**src/rtl/multicycle_controller.sv**
```systemverilog
// Multi-cycle instruction sequencer: latches an opcode into IR and steps it through
// FETCH/DECODE/EXEC/MEM/WB, with memory timeout, HALT and a saturating retire counter.
module multicycle_controller #(
   parameter int OPW         = 4,
   parameter int ALUW        = 3,
   parameter int MEM_TIMEOUT = 15,
   parameter int CNTW        = 16
) (
   input  logic            clk,
   input  logic            reset_n,
   input  logic            start,
   input  logic            inst_valid,
   input  logic [OPW-1:0]  inst,
   input  logic            mem_ready,
   input  logic            zero,
   output logic [ALUW-1:0] ALUop,
   output logic            reg_write,
   output logic            set,
   output logic            bne,
   output logic            read_mem,
   output logic            write_mem,
   output logic            memToReg,
   output logic            bypass,
   output logic            slp,
   output logic            ir_load,
   output logic            pc_inc,
   output logic            pc_branch,
   output logic            busy,
   output logic            halted,
   output logic            err,
   output logic [CNTW-1:0] retired
);

   localparam int WCW = $clog2(MEM_TIMEOUT + 1);

   typedef enum logic [2:0] {
      S_IDLE, S_FETCH, S_DECODE, S_EXEC, S_MEM, S_WB, S_HALT, S_ERR
   } state_t;

   typedef enum logic [2:0] {
      OP_LW = 3'b000, OP_SW = 3'b001, OP_BNE = 3'b010, OP_ADD = 3'b011,
      OP_AND = 3'b100, OP_SHL = 3'b101, OP_MOV = 3'b110, OP_HALT = 3'b111
   } op_t;

   state_t         state, state_nxt;
   logic [OPW-1:0] ir;
   logic [WCW-1:0] wcnt;
   logic           retire;
   logic           is_set;
   op_t            op;

   assign is_set = ir[3];
   assign op     = op_t'(ir[2:0]);

   always_ff @(posedge clk or negedge reset_n) begin
      if (!reset_n) begin
         state   <= S_IDLE;
         ir      <= '0;
         wcnt    <= '0;
         retired <= '0;
      end else begin
         state <= state_nxt;
         if (state == S_FETCH && inst_valid)
            ir <= inst;
         // EXEC always precedes MEM, so clearing here gives a fresh count on MEM entry
         if (state == S_EXEC)
            wcnt <= '0;
         else if (state == S_MEM)
            wcnt <= wcnt + 1'b1;
         if (retire && retired != '1)
            retired <= retired + 1'b1;
      end
   end

   always_comb begin
      state_nxt = state;
      retire    = 1'b0;
      case (state)
         S_IDLE:   if (start) state_nxt = S_FETCH;
         S_FETCH:  if (inst_valid) state_nxt = S_DECODE;
         S_DECODE: begin
            if (is_set)
               state_nxt = S_WB;
            else if (op == OP_HALT) begin
               state_nxt = S_HALT;
               retire    = 1'b1;
            end else
               state_nxt = S_EXEC;
         end
         S_EXEC: begin
            case (op)
               OP_LW, OP_SW: state_nxt = S_MEM;
               OP_BNE: begin
                  state_nxt = S_FETCH;
                  retire    = 1'b1;
               end
               default: state_nxt = S_WB;
            endcase
         end
         S_MEM: begin
            // mem_ready on the last allowed cycle still completes the access
            if (mem_ready) begin
               if (op == OP_LW)
                  state_nxt = S_WB;
               else begin
                  state_nxt = S_FETCH;
                  retire    = 1'b1;
               end
            end else if (wcnt == WCW'(MEM_TIMEOUT - 1))
               state_nxt = S_ERR;
         end
         S_WB: begin
            state_nxt = S_FETCH;
            retire    = 1'b1;
         end
         default: state_nxt = state;
      endcase
   end

   // ir_load/pc_inc follow the fetch handshake and pc_branch the zero flag in EXEC
   always_comb begin
      ALUop     = '0;
      reg_write = 1'b0;
      set       = 1'b0;
      bne       = 1'b0;
      read_mem  = 1'b0;
      write_mem = 1'b0;
      memToReg  = 1'b0;
      bypass    = 1'b0;
      slp       = 1'b0;
      ir_load   = 1'b0;
      pc_inc    = 1'b0;
      pc_branch = 1'b0;
      busy      = !(state == S_IDLE || state == S_HALT || state == S_ERR);
      halted    = (state == S_HALT);
      err       = (state == S_ERR);
      case (state)
         S_FETCH: begin
            ir_load = inst_valid;
            pc_inc  = inst_valid;
         end
         S_EXEC: begin
            case (op)
               OP_BNE: begin
                  ALUop     = ALUW'(3'b001);
                  bne       = 1'b1;
                  pc_branch = !zero;
               end
               OP_AND:  ALUop = ALUW'(3'b010);
               OP_SHL:  ALUop = ALUW'(3'b011);
               default: ALUop = '0;
            endcase
         end
         S_MEM: begin
            read_mem  = (op == OP_LW);
            write_mem = (op == OP_SW);
         end
         S_WB: begin
            reg_write = 1'b1;
            set       = is_set;
            memToReg  = !is_set && op == OP_LW;
            bypass    = !is_set && op == OP_MOV;
            slp       = !is_set && op == OP_SHL;
         end
         default: ;
      endcase
   end

endmodule

```
**config.mk**
```make
export PLATFORM = sky130hd
export DESIGN_NAME = multicycle_controller
export DESIGN_NICKNAME = d
export VERILOG_FILES = /design/src/rtl/multicycle_controller.sv
export SDC_FILE = /design/constraint.sdc
export NUM_CORES = 1
export LEC_CHECK = 0
export ABC_AREA = 0
export CAP_MARGIN = 25
export CORE_MARGIN = 2
export CORE_UTILIZATION = 45
export CTS_BUF_LIST = sky130_fd_sc_hd__clkbuf_8
export DETAILED_ROUTE_END_ITERATION = 8
export PLACE_DENSITY = 0.77
export SYNTH_ARGS = -nofsm -noshare
export SYNTH_HDL_FRONTEND = slang
export SYNTH_SLANG_ARGS = --single-unit
```
**constraint.sdc**
```tcl
create_clock -name clk -period 2.1 [get_ports clk]
set_input_delay 0.42 -clock clk [delete_from_list [all_inputs] [get_ports clk]]
set_output_delay 0.42 -clock clk [all_outputs]
set_load 0.01 [all_outputs]
```
Word-level counts from Yosys, hierarchy flattened. Cells that the tools add are included. Widths: inputs -> output; s select.

Register bits: 27. Input port bits: 10. Word-level logic and storage cells: 70.

Add/sub/neg operators: 2. Equal/unequal tests: 18. Multiplexer cells: 30. Reduce and logical (&&, ||, !) cells: 16.

Operators with widths (count): $eq 3x3->1 const B (8); $mux 3 (7); $pmux 3 s6 (1); $add 16x1->16 const B (1); $mux 1 (16); $ne 16x16->1 const B (1); $eq 3x2->1 const B (3); $mux 4 (2); $eq 3x1->1 const B (2); $logic_not 3->1 (2); $pmux 2 s3 (1); $pmux 3 s2 (1); $reduce_bool 6->1 (1); $logic_and 1x1->1 (5); $add 4x1->4 const B (1); $eq 4x4->1 const B (1); $ne 2x2->1 const B (2); $pmux 1 s4 (1); $reduce_and 4->1 (1); $logic_not 1->1 (3); $ne 3x2->1 const B (1); $logic_or 1x1->1 (2); $mux 2 (1); $reduce_bool 2->1 (1); $reduce_or 2->1 (1).

Logic depth before layout (Yosys ltp).
Depth in word-level cells: 5. Gate-level depth with buffers: 8. Depth with buffers taken out: 7.

Worst setup path after synthesis. OpenSTA, ideal clock, no wires.

Path kind: flip-flop to flip-flop. From: reg state[1]. To: reg retired[8]. Library setup time: 126 ps. Data arrival time: 1847 ps. Required time: 1974 ps. Path slack: 127 ps. Cell stages (with the launch flop): 9. Path buffers: 2. Clock period less this slack: 1973 ps. Path through: dfrtp_1 > buf_6 > nand3b_1 > inv_1 > a31oi_1 > and3_4 > buf_6 > or4_4 > xnor2_2.

Word-level cells in the longest chain between the ends: 3. Elaborated cells on any way between the ends: 6.

Ends and longest elaborated chain: start, declared (line 45) `state_t state, state_nxt;`; start signal, assigned (line 62) `state <= state_nxt;`; $eq 3x3->1 or $eq 3x2->1 (tied branches) (line 78) `case (state)`; $pmux 1 s4 (*) (line 78); $logic_and 1x1->1 (*) (line 70) `if (retire && retired != '1)`; end signal, assigned (line 71) `retired <= retired + 1'b1;`; end, declared (line 31) `output logic [CNTW-1:0] retired`.

Every way passes the cells marked *; elsewhere a longest branch is shown, timed or not. A chain may end at the register's enable or synchronous reset.

Final worst setup path. Same ends and word-level chain as after synthesis.

==> impl_metrics.toml <==
[synth]
syn_area_mm2 = 0.00162
synth_sequential_area_ratio_pct = 41.7
synth-main-ff-cell = "dfrtp_1"
post-synth-top-area-cell = "dfrtp_1"
async_flop_share_pct = 100
synth_fp_nets = 186
yosys_warnings = 0
synth_top_family_by_area = "simple AND/OR/NAND/NOR gates"
synth_edf_count = 0
synth_xor_area_share_pct = 6.40
synth_cell_types = 43
synth_cells = 173
synth_area_leaders = "dfrtp_1 42%, nand2_1 4.2%, mux2_2 4.2%"
yosys.area_share.simple_pct = 26.8
synth_top_area_share_pct = 41.7
synth_adder_area_share_pct = 2.31
ys_seq_elements = 27
muxShareOfSynthArea_pct = 4.17
synth_compound_gate_area_share_pct = 12.3
avgSynthCellArea_um2 = 9.37

[critical_path]
end_kind = "flip-flop"
cp-start-kind = "flip-flop"
arrival_ns = 2.23
worstSetupPathType = "flip-flop to flip-flop"
path_max_fanout = 7
required_ns = 2.28

[global_routing]
antenna_found_initial = 0
grt_max_degree = 28
grt_usage_pct = 21.1
grt_pass1_wl_um = 6860
grt_pass1_vias = 1483
grt_overflow = 0

[drt]
drtIter0Drc = 62
drc = 0
wl_per_cell_um = 14.3
wirelength_um = 4010
vias_per_cell = 5.57
drt.antenna.violating_nets = 0
num_vias = 1559
drtPass1Iterations = 4

[timing]
max_freq_mhz = 489
finalSetupViolations = 0
drv_slew = 0
post-route-period-util_pct = 97.4
fin_skew_ns = 0.00495
worst_slack_ns = 0.0542
hold_viol = 0
post-route-min-period_ns = 2.05
rsz0062_at_grt = "yes"

[cts]
clock_latency_ns = 0.28
cts-root-buf = "clkbuf_8"
cts_tree = "done"
cts_buffers = 3
cts_buffer_depth = 2
cts.htree.levels = 1
clkSlewWorstSetupHoldPaths_ns = 0.10
ctsHoldBuffers = 0
clkSinkCount = 27

[run]
maxCapViolations = 0

[status]
status = "completed"

[cells_and_area]
final.fill_count = 265
multi_input_area_um2 = 853
final_layout_size_suffix_gt1_share_pct = 21.4
layout.nets = 248
diodes = 0
final_cells = 280
syn_to_final_growth_pct = 39.6
register_area_um2 = 678
final_area_mm2 = 0.00226

[floorplan]
core_mm2 = 0.00339
die_area_mm2 = 0.00410
die_width_um = 64.0
die_height_um = 64.0
fp-row-count = 21
start_util_pct = 47.8
boundaryPins = 43

[placement]
dp_hpwl_um = 2830
port_buffers = 41
pre_cts_slack_ns = -0.0176
placed_area_mm2 = 0.00214
dp.cells = 266
routabilityCongestion = 0.907

[power_and_ir_drop]
power.leakage_nw = 1.00
p_total_mw = 2.44
ir_drop_uv = 660
p_per_area_mw_per_mm2 = 1080

[worst_hold_path]
min_path_type = "flip-flop to flip-flop"
## layout by cell type (no fill, tap or decap), types with 4 or more instances in the layout
| cell type | netlist | final |
|---|---|---|
| inv_1 | 6 | 5 |
| clkdlybuf4s50_1 | 0 | 27 |
| dfrtp_1 | 27 | 25 |
| o21ai_0 | 8 | 8 |
| and3_1 | 10 | 10 |
| nor2_1 | 8 | 8 |
| mux2_2 | 6 | 6 |
| buf_4 | 3 | 24 |
| nand4_1 | 5 | 5 |
| nor3_1 | 9 | 9 |
| xor2_1 | 4 | 4 |
| xnor2_1 | 6 | 6 |
| dlygate4sd2_1 | 0 | 9 |
| nand2_1 | 18 | 18 |
| nand3_1 | 6 | 6 |
| a21oi_1 | 12 | 12 |
## state kept, by name (all words and copies together) (netlist names)
signal	count
wcnt	4
ir	4
retired	16
state	3
## critical path, stage by stage (launching register included)
cell and delay (ns):
dfrtp_2 0.45, buf_4 0.17, nor3b_4 0.21, buf_6 0.13, nand3_2 0.08, and3_4 0.22
or4_4 0.55, xnor2_2 0.14
## cell type report
class,count,area share (%)
clock buffers,3,1.82
multi-input cells,129,37.7
flip-flops and latches,27,30.0
clock inverters,1,0.332
inverters,6,0.995
repair buffers,68,26.6
well taps,46,2.54
## final timing paths
path / cells after the start / end / startpoint / slack [ns]
setup / recovery: 7 / retired[8]$_DFFE_PN0P_ / state[1]$_DFFE_PN0P_ / 0.05
hold / removal: 1 / retired[11]$_DFFE_PN0P_ / retired[11]$_DFFE_PN0P_ / 0.49
setup reg to reg: 7 / retired[8]$_DFFE_PN0P_ / state[1]$_DFFE_PN0P_ / 0.05
hold reg to reg: 1 / retired[11]$_DFFE_PN0P_ / retired[11]$_DFFE_PN0P_ / 0.49
max in group asynchronous: 2 / state[1]$_DFFE_PN0P_ / reset_n / 1.31
min in group asynchronous: 2 / retired[4]$_DFFE_PN0P_ / reset_n / 0.50
## cells by family (layout without fill, tap and decap cells)
| group | after synthesis | count (layout) |
|---|---|---|
| AOI/OAI and AO/OA | 32 | 32 |
| other | 1 | 1 |
| muxes | 6 | 6 |
| DFF | 27 | 27 |
| buffers and inverters | 17 | 78 |
| adders and majority gates | 3 | 3 |
| and+or+nand+nor | 76 | 76 |
| xor gates and xnor gates | 11 | 11 |
## cell usage after synthesis, drive strengths merged (3+ instances only)
master  number
mux2         6
dfrtp       27
nand4        5
o21ai        8
xor2         4
clkbuf       4
nand2       18
and3        11
nor3         9
inv          6
buf          7
nor4         3
nand3        7
a21oi       12
xnor2        7
ha           3
nor2         8
nor3b        3
## stage by stage
| stage | setup TNS (ns) | hold WS, ns | util, % |
|---|---|---|---|
| after floorplan | 0 | 0.124 | - |
| after global placement | -0.0321 | 0.473 | 63.2 |
| after detailed placement | -0.0290 | 0.483 | 63.2 |
| after CTS | -0.0678 | 0.499 | 65.8 |
| after global routing | -0.0165 | 0.517 | 66.8 |
| final | 0 | 0.493 | 66.8 |
## timing repair
item,in CTS,in global routing
hold endpoints to repair,0,0
resized for setup,15,13
pin swaps,3,4
setup buffers,7,4
endpoints found under the setup margin,16,17
## power breakdown
part	switching, mW	internal, mW
clock	0.180	0.135
combinational	0.596	0.661
sequential	0.202	0.664
## metal layers
layer / GRT usage [%] / routed length, µm / vias to the layer above
met3: 4.75 / 215 / 8
met1: 26.8 / 1780 / 748
met4: 6.52 / 60 / 0
met2: 35.5 / 1950 / 59
met5: 0 / 0 / -
li1: - / - / 744
Note: power is estimated with default switching activity, not from simulation.
==> variant 1 (same settings) <==
The 8 states of `state_t` get a one-hot encoding in 8 bits.
--- a/src/rtl/multicycle_controller.sv
+++ b/src/rtl/multicycle_controller.sv
@@ -33,8 +33,8 @@
 
    localparam int WCW = $clog2(MEM_TIMEOUT + 1);
 
-   typedef enum logic [2:0] {
-      S_IDLE, S_FETCH, S_DECODE, S_EXEC, S_MEM, S_WB, S_HALT, S_ERR
+   typedef enum logic [7:0] {
+      S_IDLE = 8'b00000001, S_FETCH = 8'b00000010, S_DECODE = 8'b00000100, S_EXEC = 8'b00001000, S_MEM = 8'b00010000, S_WB = 8'b00100000, S_HALT = 8'b01000000, S_ERR = 8'b10000000
    } state_t;
 
    typedef enum logic [2:0] {
Function: no difference found for any inputs over 10 cycles, from zero or initial values and one cycle with reset_n low; not proved beyond that.
==> variant 1 against the original RTL <==
- the flow now finishes with violations (negative setup slack)
- worst setup slack worse by 0.31 ns
- wire length increased by 52%
- final area rose by 36%
- sequential cell count increased by 5
- sequential share of layout area fell by 3.8 points
- fmax is 13% lower
- non-clock buffer count grew 29
- area after synthesis increased by 14%
- critical endpoint is now retired[3]
Power is not compared: it rests on default switching activity, and its combinational part moved more than twofold at a synthesized area within 25%.
==> variant 1: results (changes against the original RTL) <==
Critical path:
- The critical-path maximum fanout is 4 (-3).
- The source of the worst register-to-register timing path is state[5].
- The cell with the biggest individual delay on the critical path is or4_4.
- The endpoint arrival time on the critical path was 2.55 ns (+0.32 ns).
- STA classifies the critical path startpoint as a flop.

Global route:
- The initial antenna violation count is 0 (unchanged).
- The met1 usage in global routing is 0.346 (+0.0784).
- The total global-route track usage came to 0.259 (+0.0477).
- The met3 track demand over resource is 0.0428 (-0.00477).
- The wire length of the first global-routing pass is 8.96 mm (+31%).
- The met2 track utilization from global routing is 0.428 (+0.0729).
- The largest net degree at the start of global routing was 33 (+18%).
- The via count of the first global-routing pass is 1832 (+24%).

Layout:
- The count of non-filler cells in the finished layout came to 331 (+18%).
- The final net count is 293 (+18%).
- The final-layout fill cell count is 264 (-0.38%).
- The largest registers in the layout are retired x16, state x8.
- The fraction of final layout cells with drive strength greater than 1 came to 0.488 (+0.274).

Placed design:
- The final weighted congestion of routability-driven global placement is 0.820 (-9.5%).
- The post-detailed-placement half-perimeter wirelength is 3.64 mm (+28%).
- The total instance count after detailed placement is 311 (+17%).

CTS:
- The cell chosen for the clock root is clkbuf_8.
- The clock latency of the later-clocked register in the worst-skew pair is 0.28 ns (about the same).
- The buffer depth of the longest clock path is 2 (unchanged).
- The number of buffers inserted during clock tree synthesis is 5 (+2).
- The clock slew at the register clock pins of the worst setup and hold paths came to 0.07 ns (-0.03 ns).
- The H-tree depth reported by CTS is 2 (+1).

Routing:
- The routed wire length per instance was 18.5 µm (+29%).
- The detailed-route vias per instance is 5.67 (+1.9%).
- The number of DRC violations after detailed-routing iteration 0 came to 173 (+180%).

STA:
- The setup skew after layout is 0.00800 ns (+0.00305 ns).
- The hold slack is 0.501 ns (+0.00802 ns).
- The slack of the critical path is -0.258 ns (-0.312 ns).
- The count of final setup violators is 34 (+34).

Min path:
- The type of the tightest min-delay check is reg2reg.
- In this run the most critical hold path is launched from retired[8].

Logic synthesis:
- In the post-synthesis netlist, the biggest area contributors are dfrtp_1 42%, xnor2_1 5.2%, nand3_1 3.2%.
- The warning count from the yosys run is 0 (unchanged).
- The number of library cell types mapped by synthesis is 50 (+16%).
- The mux share of post-synthesis cell area is 0.0385 (-0.00313).
- The net count after synthesis is 197 (+5.9%).
- Sorting the synthesized cells by how often they occur yields 31 x dfrtp_1, 14 x nor2_1, 12 x nand3_1, 11 x xnor2_1, 10 x nand2_1.
- The sequential share of the synthesized area came to 0.433 (+0.0167).
- The synthesized-area fraction occupied by adder cells came to 0.0203 (-0.00286).
- The xor and xnor area share after synthesis is 0.0757 (+0.0117).
- The compound-cell area share of the yosys netlist came to 0.0757 (-0.0477).
- The mean instance size in the synthesized netlist is 10.1 µm² (+7.3%).

Floorplan:
- The die width was 68.1 µm (+6.4%).

Run status:
- The flow ran to the end, but the final reports show violations.
- The checks that failed: negative setup slack.
[variant 1: cell count changes in the layout (fill, tap and decap cells not counted), moves of 9 or more]
cell,delta
a21oi_1,-9
buf_4,+17
nand2_1,-10
buf_2,+12
dlygate4sd2_1,-9
buf_6,+14
[variant 1: final timing paths]
check | end | cells past startpoint
min in group asynchronous | ir[2] | 2
hold reg to reg | retired[8] | 1
setup / recovery | retired[3] | 8
hold / removal | retired[8] | 1
setup reg to reg | retired[3] | 8
max in group asynchronous | state[0] | 2
[variant 1: area by class of cell]
cell class	count	area, µm²	share of cell area
flip-flops and latches	32	802	0.261
inverters	5	18.8	0.00612
multi-input cells	139	1260	0.411
clock inverters	2	11.3	0.00367
clock buffers	6	82.6	0.0269
well taps	50	62.6	0.0204
repair buffers	97	830	0.270
[variant 1: through the flow]
stage / setup WS [ns] / utilization / TNS [ns] / cell area (µm²) / power (mW)
finish: -0.258 / 0.773 / -4.48 / 3070 / 1.15
global route: -0.299 / 0.773 / -6.80 / 3070 / 1.19
CTS: -0.209 / 0.720 / -2.47 / 2860 / 1.16
detailed placement: -0.350 / 0.666 / -7.20 / 2650 / 0.666
global placement: -0.352 / 0.666 / -6.80 / 2650 / 0.665
floorplan: -0.0804 / - / -0.136 / 1910 / 0.631
[variant 1: power breakdown]
group / switching, mW / leakage [nW] / internal [mW]
combinational: 0.0182 / 0.901 / 0.0188
clock: 0.235 / 0.0486 / 0.261
sequential: 0 / 0.428 / 0.616
[variant 1: layer usage]
layer,wire [µm],vias to the layer above
met3,294,11
met4,84,0
met1,2600,952
met5,0,-
li1,-,854
met2,3130,61
[variant 1: timing repair]
item / CTS / global route
setup endpoints to repair: 38 / 42
resized for setup: 88 / 43
buffers inserted: 3 / 10
pin swaps: 24 / 14
==> variant 2 (same settings) <==
Made on the original files. The parameter `MEM_TIMEOUT` goes from 15 to 30.
--- a/src/rtl/multicycle_controller.sv
+++ b/src/rtl/multicycle_controller.sv
@@ -3,7 +3,7 @@
 module multicycle_controller #(
    parameter int OPW         = 4,
    parameter int ALUW        = 3,
-   parameter int MEM_TIMEOUT = 15,
+   parameter int MEM_TIMEOUT = 30,
    parameter int CNTW        = 16
 ) (
    input  logic            clk,
Formal check against the unedited RTL: same outputs for any inputs over 10 cycles, from zero or initial values and one cycle with reset_n low; that may be too few to reach the edited logic, so the function may still have changed.
==> variant 2 against the original RTL <==
- die area is 0.79% lower
- sequential cell count is 1 higher
- cell count is 0.36% higher
- non-clock buffer count is 1 higher
- global-route usage down 0.57 points
- final area up 2.1%
- critical endpoint is now retired[1]
- worst setup slack lost 0.0043 ns
- area after synthesis fell by 0.85%
- count of clock-buffer cells in the layout did not move
- wire length increased by 2.9%
- total power grew 12%
==> variant 2: results (changes against the original RTL) <==
Critical path:
- The source of the worst register-to-register timing path is state[2].
- The slowest stage of the critical path is the or4_1 cell.
- The register-to-register setup slack is 0.05 ns.
- The endpoint of the worst-slack reg-to-reg timing path is retired[1].
- Data arrives at the worst endpoint at roughly 2.2 ns.
- The critical-path maximum fanout is 8 (+1).
- Grouping stages by cell kind, the critical path spends the most delay in simple AND/OR/NAND/NOR gates.
- The worst-case reg-to-reg path depth was 5 (-2).
- For this run, the slowest stage of the critical path takes between 0.5 and 0.6 ns.

Layout:
- The fraction of final layout cells with drive strength greater than 1 is 0.221 (+0.00760).
- The final net count came to 249 (+0.40%).
- The largest registers in the layout are retired x16, wcnt x5, ir x4.
- The final-layout fill cell count was 239 (-9.8%).
- The number of diodes added for antenna fixing is 0 (unchanged).

CTS:
- The number of buffers inserted during clock tree synthesis is 3 (unchanged).
- The H-tree depth reported by CTS came to 1 (unchanged).
- The clock latency of the later-clocked register in the worst-skew pair was 0.28 ns (about the same).
- Clock tree synthesis selected as its root buffer the cell clkbuf_8.
- The buffer depth of the longest clock path was 2 (unchanged).
- The clock slew at the register clock pins of the worst setup and hold paths is 0.10 ns (about the same).

Routing:
- The final wirelength is 4.13 mm (+2.9%).
- The number of DRC violations after detailed-routing iteration 0 was 133 (+110%).
- The number of vias after detailed routing is 1576 (+1.1%).
- The number of iterations in the first detailed-routing pass is 4 (unchanged).

Min path:
- The startpoint identified for the worst hold timing path is retired[10].
- The worst min-delay path endpoint is retired[10].
- The worst hold path stage count came to 1 (unchanged).
- The tightest min-delay check is of the reg2reg type.

Placed design:
- The post-placement cell area is 2170 µm² (+1.5%).
- The worst slack at placement is -0.0280 ns (-0.0104 ns).
- The final weighted congestion of routability-driven global placement is 0.922 (+1.6%).
- The post-detailed-placement half-perimeter wirelength came to 2.80 mm (-1.2%).
- The count of port buffers added during placement is 41 (unchanged).

Pwr:
- The standby leakage power is 1.03 nW (+3.5%).
- The switching power as a share of total power came to 0.385 (-0.0164).
- The maximum VDD drop is 0.000777 V (+18%).
- The part of the total power dissipated in combinational logic is 0.540 (+0.024).

Logic synthesis:
- The number of library cell types mapped by synthesis is 39 (-9.3%).
- The net count after synthesis is 182 (-2.2%).
- By count the netlist is led by 28 x dfrtp_1, 19 x nor2_1, 14 x xnor2_1, 11 x nand4_1.
- The warning count from the yosys run came to 0 (unchanged).
- After synthesis, the cell types taking the most area are dfrtp_1 44%, xnor2_1 7.6%, nor2_1 4.4%.
- The sequential share of the synthesized area is 0.436 (+0.0191).

STA:
- The number of endpoints with negative hold slack in the final report came to 0 (unchanged).
- The upper clock frequency limit was 488 MHz (-0.21%).
- The hold slack is 0.521 ns (+0.0284 ns).
- The setup skew after layout is 0.00526 ns (+0.000315 ns).

Global route:
- The wire length of the first global-routing pass is 6.68 mm (-2.6%).
- The via count of the first global-routing pass was 1522 (+2.6%).
- The largest net degree at the start of global routing is 29 (+3.6%).
- The total global-route track usage is 0.205 (-0.00568).

Run status:
- The run finished with clean final reports.

Flow run:
- The number of max-cap violations is 0 (unchanged).
[variant 2: cell count changes in the layout (fill, tap and decap cells not counted), moves of 4 or more]
| cell | before | now |
|---|---|---|
| nor3_1 | 9 | 5 |
| nand4_1 | 5 | 11 |
| and3_1 | 10 | 5 |
| o21ai_0 | 8 | 4 |
| nor2_1 | 8 | 18 |
| xnor2_1 | 6 | 14 |
| nand2_1 | 18 | 9 |
[variant 2: kinds of logic after synthesis]
| logic type | count (synthesis) | synth area share |
|---|---|---|
| compound gates | 27 | 0.122 |
| simple gates | 77 | 0.258 |
| buf+inv | 12 | 0.0358 |
| xor+xnor | 16 | 0.0872 |
| mux | 5 | 0.0350 |
| other cells | 1 | 0.00233 |
| fa+ha+maj | 3 | 0.0233 |
| flops | 28 | 0.436 |
[variant 2: per-layer routing]
layer	GRT usage	vias to the layer above	part of all wire
met4	0.0571	0	0.012
met1	0.247	753	0.40
met2	0.370	75	0.53
met5	0	-	0
li1	-	742	-
met3	0.0423	6	0.066
[variant 2: cell type report]
class	instances	area [µm²]	area share
multi-input cells	129	865	0.374
inverters	5	22.5	0.00975
well taps	46	57.6	0.0249
clock inverters	1	30.0	0.0130
flip-flops and latches	28	701	0.303
clock buffers	3	41.3	0.0179
repair buffers	69	594	0.257
[variant 2: power by group through the flow]
stage	Combinational, mW	Clock, mW	Sequential (mW)
floorplan	0.690	0	0.848
global placement	1.24	0	0.820
detailed placement	1.28	0	0.836
CTS	1.32	0.430	0.826
global route	1.61	0.452	0.853
finish	1.48	0.424	0.832
[variant 2: worst max-delay path by stage]
| stage | startpoint | endpoint | depth (start not counted) |
|---|---|---|---|
| final | state[2] | retired[1] | 5 |
| after global routing | state[2] | pc_inc | 4 |
| after CTS | ir[0] | pc_branch | 4 |
| after detailed placement | inst_valid | ir_load | 3 |
| after global placement | inst_valid | pc_inc | 3 |
| after floorplan | state[0] | bypass | 4 |
[variant 2: timing repair]
action	4_1_cts	5_1_grt
resized for setup	18	14
setup buffers	3	7
pin swaps	1	3
endpoints found under the setup margin	13	10
[variant 2: per-stage QoR]
stage,util,instances
final,0.682,281
after global routing,0.682,281
after CTS,0.668,274
after detailed placement,0.641,267
after global placement,0.641,267
after floorplan,-,169
